File: src/rtl/fifo_n.sv
// Purpose : parametrised DEPTH x WIDTH FIFO with ENA/RDY method handshakes (enq, deq, first, clear).
// Latency : one cycle enq-to-first; no bypass from enq_v to first.
// Backpr. : enq__RDY drops when full, deq__RDY/first__RDY drop when empty; strobes while not ready are ignored.
//
// Ports:
//   CLK, nRST                     clock (rising edge), synchronous active-low reset
//   enq__ENA, enq_v, enq__RDY     enqueue strobe, data, permission
//   deq__ENA, deq__RDY            dequeue strobe, permission (not empty)
//   first__RDY, first             head valid, head data
//   clear__ENA                    flush all entries (wins over enq/deq in the same cycle)
//   count                         occupancy 0..DEPTH
//
// Optional build macro FIFO_PIPELINE_FULL_EN: when defined, a full FIFO also accepts an
// enqueue in a cycle where deq__ENA is asserted (combinational deq__ENA -> enq__RDY path).

module fifo_n #(
  parameter int WIDTH = 32,
  parameter int DEPTH = 4,
  parameter int CNTW  = $clog2(DEPTH) + 1
) (
  input  logic             CLK,
  input  logic             nRST,
  input  logic             enq__ENA,
  input  logic [WIDTH-1:0] enq_v,
  output logic             enq__RDY,
  input  logic             deq__ENA,
  output logic             deq__RDY,
  output logic             first__RDY,
  output logic [WIDTH-1:0] first,
  input  logic             clear__ENA,
  output logic [CNTW-1:0]  count
);

  localparam int          AW      = $clog2(DEPTH);
  localparam logic [AW:0] PTR_ONE = (AW+1)'(1);

  logic [WIDTH-1:0] mem [DEPTH];

  // Pointers carry one extra wrap bit so full and empty are distinguishable.
  logic [AW:0] rp;
  logic [AW:0] wp;
  logic [AW:0] occ;

  logic empty;
  logic full;
  logic enq_ok;
  logic deq_ok;

  assign empty = (rp == wp);
  assign full  = (rp[AW-1:0] == wp[AW-1:0]) && (rp[AW] != wp[AW]);

`ifdef FIFO_PIPELINE_FULL_EN
  // A same-cycle dequeue frees the head slot, which is exactly the slot wp points at when full.
  assign enq__RDY = !full || deq__ENA;
`else
  assign enq__RDY = !full;
`endif

  assign deq__RDY   = !empty;
  assign first__RDY = !empty;
  assign first      = mem[rp[AW-1:0]];

  // Pointer difference is taken at pointer width so it wraps correctly, then resized.
  assign occ   = wp - rp;
  assign count = CNTW'(occ);

  assign enq_ok = enq__ENA && enq__RDY;
  assign deq_ok = deq__ENA && deq__RDY;

  always_ff @(posedge CLK) begin
    if (!nRST || clear__ENA) begin
      rp <= '0;
      wp <= '0;
    end else begin
      if (enq_ok) wp <= wp + PTR_ONE;
      if (deq_ok) rp <= rp + PTR_ONE;
    end
  end

  // Storage is not reset; only the pointers define which entries are live.
  always_ff @(posedge CLK) begin
    if (nRST && !clear__ENA && enq_ok) begin
      mem[wp[AW-1:0]] <= enq_v;
    end
  end

  // Strobing a method while it is not ready is a protocol violation; it is ignored by the logic.
  a_enq_legal : assert property (@(posedge CLK) disable iff (!nRST) !(enq__ENA && !enq__RDY))
    else $warning("fifo_n: enq__ENA asserted while enq__RDY=0 (ignored)");
  a_deq_legal : assert property (@(posedge CLK) disable iff (!nRST) !(deq__ENA && !deq__RDY))
    else $warning("fifo_n: deq__ENA asserted while deq__RDY=0 (ignored)");

endmodule

File: config.mk
export PLATFORM = sky130hd
export DESIGN_NAME = fifo_n
export DESIGN_NICKNAME = d
export VERILOG_FILES = /design/src/rtl/fifo_n.sv
export SDC_FILE = /design/constraint.sdc
export NUM_CORES = 1
export LEC_CHECK = 0
export ABC_AREA = 0
export CORE_MARGIN = 4
export CORE_UTILIZATION = 40
export CTS_BUF_LIST = sky130_fd_sc_hd__clkbuf_16
export CTS_CLUSTER_DIAMETER = 30
export DETAILED_ROUTE_END_ITERATION = 10
export DONT_BUFFER_PORTS = 1
export PLACE_DENSITY = 0.58
export SLEW_MARGIN = 15
export SYNTH_ARGS = -nofsm -noshare
export SYNTH_HDL_FRONTEND = slang
export SYNTH_SLANG_ARGS = --single-unit
File: constraint.sdc
create_clock -name CLK -period 5.1 [get_ports CLK]
set_clock_uncertainty 0.05 [all_clocks]
set_input_delay 0.51 -clock CLK [delete_from_list [all_inputs] [get_ports CLK]]
set_output_delay 0.51 -clock CLK [all_outputs]
set_load 0.02 [all_outputs]
==> metrics.md <==
| Metric | Value |
|---|---|
| Max-cap violation count | `0` |
| Via Count | `roughly 2200` |
| Final setup viols | `0` |
| DR pass1 iterations | `4` |
| Synth Area in Simple Gates | `1.64%` |
| Yosys reg bits | `approximately 140` |
| Row count | `41` |
| Hold Crit Class | `in -> reg` |
| Setup TNS Final | `0 ns` |
| P&R area growth vs syn | `14.7%` |
| Post_cts resized | `0` |
| Hold Path Origin | `enq_v[21]` |
| Largest net degree at the start of global routing | `33` |
| Final worst path period need | `between 2 and 3 ns` |
| Synth Area in Adders | `2.08%` |
| CTS tree | `yes` |
| Final nets | `~280` |
| I/O pins | `75` |
| Compound-Gate Fraction of Synth Area | `2.32%` |
| GRT overflow | `0` |
| Clock Path Buffers | `2` |
| DIE AREA | `between 0.01 and 0.015 mm²` |
| Routed Wire Length | `~8800 µm` |
| Final period util | `49.6%` |
| Syn_nets | `270` |
| Register area | `~0.004 mm²` |
| Clock Latency Late Sink | `0.40 ns` |
| Combinational family with the most area after synthesis | `multiplexers` |
| RSZ-0062 raised after global routing | `false` |
| Number of synthesized flops with an enable pin | `around 130` |
| Final Util | `47.0%` |
| Reg2reg start | `wp[0]` |
| LEAKAGE | `1.84 nW` |
| Final ANT Viol Nets | `0` |
| CP max stage delay | `about 0.78 ns` |
| Initial Util | `between 40% and 50%` |
| Startpoint types | `register` |
| Peak supply drop | `between 0.2 and 0.25 mV` |
| Die W | `about 120 µm` |
| Ant. Diodes | `0` |
| Commonest cells after routing, fill and taps aside | `edfxtp_1 (128), mux4_2 (32), clkbuf_16 (17)` |
| Share of cells above drive strength 1 | `29.7%` |
| Post-Syn Area | `0.00517 mm²` |
| Total GRT Usage | `around an eighth` |
| Fmax | `396 MHz` |
| WS Path Type | `reg -> reg` |
| Core area | `0.0126 mm²` |
| First-pass GRT wire length | `roughly 14000 µm` |
| Fin. Hold Viols | `0` |
| CP required | `a little over 5 ns` |
| Top_reg_cell synth | `edfxtp_1` |
| CP Max Fanout | `32` |
| Die Y | `122 µm` |
| Ys Warns | `0` |
| Power per cell area | `414 mW/mm²` |
| Most common cell after layout, fill and taps aside | `edfxtp_1` |
| Synth cell types | `29` |
| Root Buffer | `clkbuf_16` |
| Hold_ws | `0.146 ns` |
| Number of DRC markers in iteration 0 | `~230` |
| CTS Sinks | `136` |
| Crit-path cells | `inv_1, ha_1, nand2_1, o21a_1, and3_2` |
| CTS Buf Count | `17` |
| Setup crit start | `wp[0]` |
| CP Data Arrival Time | `2.50 ns` |
| Clk pin slew, worst setup/hold paths | `~0.060 ns` |
| Post-Synthesis Cells | `225` |
| Syn_area_per_cell | `about 23 µm²` |
| Port bufs | `0` |
| Initial antenna violation count | `0` |
| Number of global-route vias before repair | `2368` |
| GP Congestion | `around 0.73` |
| Vias/cell | `between 5 and 6` |
| Ys async rst share | `0%` |
| H-tree Lvls | `4` |
| Post-synthesis sequential area ratio | `77.4%` |
| Worst slew margin | `roughly two fifths` |
| Hpwl dp | `5350 µm` |
| Crit end category | `register` |
| WL/cell | `20.9 µm` |
| Fillers | `1064` |
| Outcome | `finished, final reports clean` |
| Area of the multi-input gates | `0.00110 mm²` |
| Slew at the pin with the worst max-slew slack | `between 0.8 and 0.9 ns` |
| Mux cell area share after synthesis | `14.3%` |
| CP max-delay cell | `and3_2` |
| DRC | `0` |
| Cts hold-fix bufs | `0` |
| Synth Area in XOR/XNOR | `0.798%` |
| Final Max Slew Viols | `0` |
| Postcts setup bufs | `0` |
## worst max-delay path: cells and delay by family (launching register included)
family / cells / cell delay, ns
compound gates: 1 / 0.24
fa+ha+maj: 1 / 0.35
buf+inv: 1 / 0.11
flops: 1 / 0.37
simple gates: 2 / 0.99
## cell families (layout without fill, tap and decap cells)
| logic type | count (synthesis) | in the layout |
|---|---|---|
| flops | 136 | 136 |
| mux | 34 | 34 |
| buf+inv | 16 | 40 |
| compound gates | 14 | 14 |
| simple gates | 14 | 14 |
| fa+ha+maj | 8 | 8 |
| xor+xnor | 3 | 3 |
## state kept, by name (all words and copies together), names as in the netlist, named ones only
| register | flops |
|---|---|
| mem | 128 |
| rp | 3 |
| wp | 3 |
## layer usage
metal  vias up  part of all wire, %  global-route usage, %
met5         -                    0                      0
li1        965                    -                      -
met1      1118                   39                   14.7
met3         6                   12                   7.66
met2        78                   48                   19.4
met4         0                  1.3                   6.51
## synth_stat cells (2+ instances only)
cell       count  area share [%]
dfxtp_1        8             3.1
edfxtp_1     128              74
mux2i_1        2            0.39
mux4_2        32              14
o2111ai_1      5            0.85
nor2b_1        2            0.24
and3_1         4            0.48
buf_1          3            0.22
a211o_1        2            0.34
inv_1          7            0.51
nand2_1        3            0.22
o311ai_1       2            0.34
nand2b_1       2            0.24
buf_4          4            0.58
ha_1           7             1.7
## worst paths after layout
kind	endpoint	slack, ns	depth (start not counted)
setup reg to reg	mem[2][12]	2.57	5
hold reg to reg	wp[0]	0.44	2
setup / recovery	mem[2][12]	2.57	5
hold / removal	mem[0][21]	0.15	0
## where the power goes
group          internal [mW]  switching, mW  total, mW  leakage (nW)
logic                 0.0182         0.0401     0.0583         0.344
registers               1.23        0.00300       1.24          1.22
clock network          0.719          0.444       1.16         0.276
## final cells by class
class,instances,share of cell area [%]
multi-input cells,73,18.5
clock buffers,17,7.17
well taps,172,3.63
inverters,7,0.443
clock inverters,15,2.59
repair buffers,1,0.127
flip-flops and latches,136,67.5
## metrics by stage
stage | area [µm²] | instances | power, mW | setup WS (ns)
6_report | 5930 | 421 | 2.46 | 2.57
5_1_grt | 5930 | 421 | 2.55 | 2.43
4_1_cts | 5930 | 421 | 2.49 | 2.52
3_5_place_dp | 5360 | 389 | 1.32 | 2.57
3_3_place_gp | 5360 | 389 | 1.32 | 2.62
2_1_floorplan | 5170 | 225 | 1.31 | 2.66
Power figures use the tool's default switching activity.
